==> src/rtl/alu_core.sv <==
// alu_core: registered integer ALU with zero and signed-overflow flags.
// The next result and flags are formed combinationally from the current
// operands. One output register bank captures them on each valid issue and
// holds them while no issue is present.
module alu_core #(
  parameter int WIDTH = 32
) (
  input  logic             clk,
  input  logic             rst_n,
  input  logic             in_valid,
  input  logic [WIDTH-1:0] A,
  input  logic [WIDTH-1:0] B,
  input  logic [2:0]       op,
  output logic [WIDTH-1:0] v_out,
  output logic             z,
  output logic             ovf,
  output logic             out_valid
);

  // Opcode encodings
  localparam logic [2:0] OP_ADD  = 3'b000;
  localparam logic [2:0] OP_SUB  = 3'b001;
  localparam logic [2:0] OP_AND  = 3'b010;
  localparam logic [2:0] OP_OR   = 3'b011;
  localparam logic [2:0] OP_SLT  = 3'b100;
  localparam logic [2:0] OP_XOR  = 3'b101;
  localparam logic [2:0] OP_NOR  = 3'b110;
  localparam logic [2:0] OP_SLTU = 3'b111;

  // Signed overflow of a + b: both operands share a sign and the sum's sign differs
  function automatic logic add_ovf(input logic a_msb, input logic b_msb, input logic r_msb);
    add_ovf = (a_msb == b_msb) && (r_msb != a_msb);
  endfunction

  // Signed overflow of a - b: operand signs differ and the result's sign differs from a
  function automatic logic sub_ovf(input logic a_msb, input logic b_msb, input logic r_msb);
    sub_ovf = (a_msb != b_msb) && (r_msb != a_msb);
  endfunction

  logic [WIDTH-1:0] w_sum;
  logic [WIDTH-1:0] w_diff;
  logic             w_lt_signed;
  logic             w_lt_unsigned;
  logic [WIDTH-1:0] w_result;
  logic             w_ovf;
  logic             w_zero;

  logic [WIDTH-1:0] r_result;
  logic             r_zero;
  logic             r_ovf;
  logic             r_valid;

  // Carry out of the MSB is dropped, so both arithmetic paths wrap modulo 2^WIDTH.
  assign w_sum         = A + B;
  assign w_diff        = A - B;
  assign w_lt_signed   = ($signed(A) < $signed(B));
  assign w_lt_unsigned = (A < B);

  // Select the next result and overflow flag from the opcode
  always_comb begin
    w_result = {WIDTH{1'b0}};
    w_ovf    = 1'b0;
    case (op)
      OP_ADD: begin
        w_result = w_sum;
        w_ovf    = add_ovf(A[WIDTH-1], B[WIDTH-1], w_sum[WIDTH-1]);
      end
      OP_SUB: begin
        w_result = w_diff;
        w_ovf    = sub_ovf(A[WIDTH-1], B[WIDTH-1], w_diff[WIDTH-1]);
      end
      OP_AND: begin
        w_result = A & B;
        w_ovf    = 1'b0;
      end
      OP_OR: begin
        w_result = A | B;
        w_ovf    = 1'b0;
      end
      OP_SLT: begin
        w_result = {{(WIDTH-1){1'b0}}, w_lt_signed};
        w_ovf    = 1'b0;
      end
      OP_XOR: begin
        w_result = A ^ B;
        w_ovf    = 1'b0;
      end
      OP_NOR: begin
        w_result = ~(A | B);
        w_ovf    = 1'b0;
      end
      OP_SLTU: begin
        w_result = {{(WIDTH-1){1'b0}}, w_lt_unsigned};
        w_ovf    = 1'b0;
      end
      default: begin
        w_result = {WIDTH{1'b0}};
        w_ovf    = 1'b0;
      end
    endcase
  end

  // The zero flag tracks exactly the value that is registered as the result
  assign w_zero = (w_result == {WIDTH{1'b0}});

  // Output bank: capture on a valid issue, otherwise hold; out_valid pulses once per issue
  always_ff @(posedge clk or negedge rst_n) begin
    if (!rst_n) begin
      r_result <= {WIDTH{1'b0}};
      r_zero   <= 1'b1;
      r_ovf    <= 1'b0;
      r_valid  <= 1'b0;
    end else begin
      r_valid <= in_valid;
      if (in_valid) begin
        r_result <= w_result;
        r_zero   <= w_zero;
        r_ovf    <= w_ovf;
      end else begin
        r_result <= r_result;
        r_zero   <= r_zero;
        r_ovf    <= r_ovf;
      end
    end
  end

  assign v_out     = r_result;
  assign z         = r_zero;
  assign ovf       = r_ovf;
  assign out_valid = r_valid;

endmodule

==> config.mk <==
export PLATFORM = sky130hd
export DESIGN_NAME = alu_core
export DESIGN_NICKNAME = d
export VERILOG_FILES = /design/src/rtl/alu_core.sv
export SDC_FILE = /design/constraint.sdc
export NUM_CORES = 1
export LEC_CHECK = 0
export BUFFER_PORTS_ARGS = -buffer_cell sky130_fd_sc_hd__buf_4
export CORE_ASPECT_RATIO = 1.5
export CORE_MARGIN = 4
export CORE_UTILIZATION = 26
export CTS_CLUSTER_DIAMETER = 150
export DETAILED_ROUTE_END_ITERATION = 10
export GPL_ROUTABILITY_DRIVEN = 0
export HOLD_SLACK_MARGIN = 0.03
export MAX_ROUTING_LAYER = met4
export PLACE_DENSITY = 0.43
export SETUP_SLACK_MARGIN = 0.05
export SLEW_MARGIN = 20
export SYNTH_ARGS = -nofsm -noshare
export SYNTH_HDL_FRONTEND = slang
export SYNTH_SLANG_ARGS = --single-unit
export TNS_END_PERCENT = 50
==> constraint.sdc <==
create_clock -name clk -period 1.4 [get_ports clk]
set_input_delay 0.07 -clock clk [delete_from_list [all_inputs] [get_ports clk]]
set_output_delay 0.07 -clock clk [all_outputs]
set_load 0.03 [all_outputs]
==> reports/metrics.json <==
{
  "critical_path": {
    "setup.reg_to_reg.worst_slack_ps": 540,
    "critical_path.startpoint_type": "input port",
    "reg_to_reg_critical_path_startpoint": "v_out[19]$_DFFE_PN0P_",
    "cp_slowest_stage_delay_ps": 410,
    "critPathKind": "in2reg",
    "series_of_cell_instances_along_the_critical_path": "buf_8, clkinvlp_4, buf_6, ha_4, buf_4, a21oi_1, o21bai_1, a221o_1, a222oi_1, nand4_1, nor4_1, and4_1, nand4_1, nor4bb_2, nand4b_1, o41ai_2",
    "worst_r2r_path_depth": 2,
    "critical_path.max_fanout": 3,
    "cp_common_cell": "sky130_fd_sc_hd__nand4_1",
    "cp_data_required_time_ps": 1580,
    "cp_slowest_cell": "sky130_fd_sc_hd__a222oi_1",
    "crit_arrival_ps": 3330,
    "timing.rr.end": "v_out[19]$_DFFE_PN0P_",
    "worst_setup_path_end_kind": "register"
  },
  "timing": {
    "timing.final.ws_setup_ps": -1748,
    "final_max_slew_viol_count": 0,
    "worst_slew_margin_rel": 0.5877,
    "tightestPinTransition_ps": 612.0,
    "timing.final.crit_share": 2.248,
    "max_clock_freq_mhz": 317.7,
    "timing.final.setup_violations": 33,
    "skew_ps": 0,
    "rsz0062_at_grt": "true",
    "fin_crit_ps": 3148,
    "final.hold.worst_slack_ps": 278.7,
    "final_hold_viol_count": 0
  },
  "floorplanning": {
    "core.rowCount": 74,
    "die_w_um": 143.7,
    "initial_utilization": 0.2639,
    "io_pins": 105,
    "core_region_area_sq_um": 27220,
    "design.die.area_sq_um": 30410,
    "chipHeight_um": 211.6
  },
  "route": {
    "route.antenna.remaining_nets": 0,
    "post_drt_wl_per_cell_um": 19.10,
    "totalWireLength_um": 34510,
    "drt-pass1-iter-count": 5,
    "num_vias": 9479,
    "avgViaCountPerCell": 5.246,
    "initialDrtViolationCount": 520,
    "drc": 0
  },
  "yosys": {
    "synth_ff_type": "sky130_fd_sc_hd__dfrtp_1",
    "synth_edf_count": 0,
    "synth.top_cell.area_share": 0.1672,
    "synth_top_area_cell": "sky130_fd_sc_hd__ha_1",
    "asyncSetResetFlopFracSynth": 1.000,
    "synth.area.top_cells": "sky130_fd_sc_hd__ha_1 (17%), sky130_fd_sc_hd__dfrtp_1 (12%), sky130_fd_sc_hd__a21oi_1 (7.3%)",
    "synth_seq_cells": 35,
    "post-synth-top-count-cell": "sky130_fd_sc_hd__inv_1",
    "number_of_distinct_library_cell_variants_in_the_gate_level_netlist_after_synthesis": 77,
    "synthesis.area_sq_um": 7183,
    "yosys_warning_total": 0,
    "post_synthesis_sequential_area_ratio": 0.1221,
    "netlist_top_cells_count": "sky130_fd_sc_hd__inv_1 (106), sky130_fd_sc_hd__a21oi_1 (105), sky130_fd_sc_hd__ha_1 (96)",
    "synth_cells": 1013,
    "syn_avg_cell_area_sq_um": 7.091,
    "synthesis.nets": 1181
  },
  "placement": {
    "io_buffers": 104,
    "place_ws_ps": -2296,
    "place.detailed.hpwl_um": 29050,
    "post_dp_cell_area_sq_um": 11500,
    "place_inst": 1781
  },
  "clocking": {
    "clk_pin_slew_ps": 50,
    "cts.root.buffer_cell": "sky130_fd_sc_hd__clkbuf_16",
    "cts_htree_levels": 2,
    "clock_path_buffers": 2,
    "cts_made_buffers": 5,
    "cts_tree": "yes",
    "clkLatencyLatePin_ps": 270,
    "tritoncts_num_sinks": 35
  },
  "global_route": {
    "gr-usage-all-layers": 0.2286,
    "grt_antenna_before_repair": 0,
    "grt_start_max_net_pins": 52,
    "global_route_wire_length_before_repair_um": 53520,
    "global_route.overflow_total": 0,
    "vias_in_the_first_global_route": 9897
  },
  "layout": {
    "layout.nets": 1632,
    "synthToLayoutAreaGrowth_pct": 75.04,
    "final_core_utilization": 0.4619,
    "final_area_sq_um": 12570,
    "finalNonFillerCells": 1807,
    "drive_above_1_share": 0.4826,
    "antenna-diode-count": 0
  },
  "power": {
    "swShare": 0.4359,
    "p_clk_frac": 0.130,
    "switching_power_w": 0.003535,
    "power.density_nw_per_um2": 645.0,
    "peakVddDrop_uv": 475.2,
    "p_leak_nw": 5.908,
    "gate_power_share": 0.712,
    "seq_power_share": 0.157,
    "power.internal_w": 0.004575
  },
  "job": {
    "cap_viol_max_count": 0
  },
  "run_status": {
    "status": "finished, violations left",
    "violations_in_the_final_reports": "negative setup slack"
  },
  "worst_hold_path": {
    "min-delay-path-class": "in2async"
  }
}
[power groups by stage]
stage	Clock (W)	Sequential, W	Combinational, W
floorplan	0	0.00160	0.00225
global placement	0	0.00129	0.00517
detailed placement	0	0.00130	0.00517
CTS	0.00108	0.00128	0.00559
global route	0.00112	0.00129	0.00619
finish	0.00106	0.00128	0.00578
[flip-flops by register name, summed over array words and instances (netlist names)]
| signal | flops |
|---|---|
| out_valid | 1 |
| v_out | 32 |
| z | 1 |
| ovf | 1 |
[cell families (layout without fill, tap and decap cells)]
kind of cell             Yosys count  in the layout  share of synthesized area
AO/OA/AOI/OAI                    371            371                     0.3470
flip-flops                        35             35                     0.1221
AND/OR/NAND/NOR                  294            294                     0.2036
adder cells (fa/ha/maj)           98             98                     0.1728
XOR/XNOR                           8              8                   0.009755
buffers and inverters            170            622                    0.09110
multiplexers                      37             37                    0.05365
[cell type report]
type / instances / area (sq um)
clock buffers: 6 / 128.9
flip-flops and latches: 35 / 877.1
repair buffers: 507 / 3939
well taps: 342 / 427.9
inverters: 107 / 445.4
fillers: 2807 / 14650
clock inverters: 2 / 12.51
multi-input cells: 808 / 6743
[what timing repair did]
action	CTS	global route
resized for setup	119	51
pin swaps	62	23
buffers inserted	19	10
endpoints found under the hold margin	34	0
endpoints found under the setup margin	34	34
hold buffers	1	0
[cells in the final DEF (no fill, tap or decap), drive strengths merged, types with 5 or more instances in the layout]
master     n
buf      506
inv      106
a21oi    106
ha        96
nor2      93
o21ai     67
nand2     60
dfrtp     34
nor3      26
mux2i     25
nand2b    20
o221ai    19
o22ai     17
o31ai     17
a31oi     17
nand3     15
nor2b     15
a211oi    15
nand4     13
nor4      13
a21o      12
mux2      12
o21bai    11
or3       10
a221oi    10
o211ai     9
a221o      6
xnor2      6
and3       6
clkbuf     6
a211o      6
o31a       5
a22oi      5
nor3b      5
a2111oi    5
[stage by stage]
stage / setup TNS [ps] / total power (W)
after floorplan: -23370 / 0.003853
after global placement: -45020 / 0.006463
after detailed placement: -46140 / 0.006470
after CTS: -32290 / 0.007947
after global routing: -36610 / 0.008606
final: -32510 / 0.008110
[worst max path at each step]
stage,start,endpoint,slack (ps),cells past startpoint
CTS,B[0],z$_DFFE_PN1P_,-1700,17
floorplan,A[14],z$_DFFE_PN1P_,-1600,14
detailed placement,B[15],z$_DFFE_PN1P_,-2300,15
global route,A[1],z$_DFFE_PN1P_,-1890,16
finish,A[1],z$_DFFE_PN1P_,-1750,16
global placement,B[15],z$_DFFE_PN1P_,-2250,15
[critical path, delay by kind of cell]
kind            cells  cell delay, ps
buf+inv             4             500
compound gates      5            1170
fa+ha+maj           1             250
simple gates        6            1310
[metal layers]
metal	track usage	share of wire	routed length (um)	up-vias
met5	-	0	0	-
met4	0.08382	0.045	1561	0
met3	0.01333	0.026	900	79
met2	0.4413	0.56	19280	222
met1	0.2399	0.37	12770	4563
li1	-	-	-	4615
No activity file was read; power rests on OpenSTA's default activity.
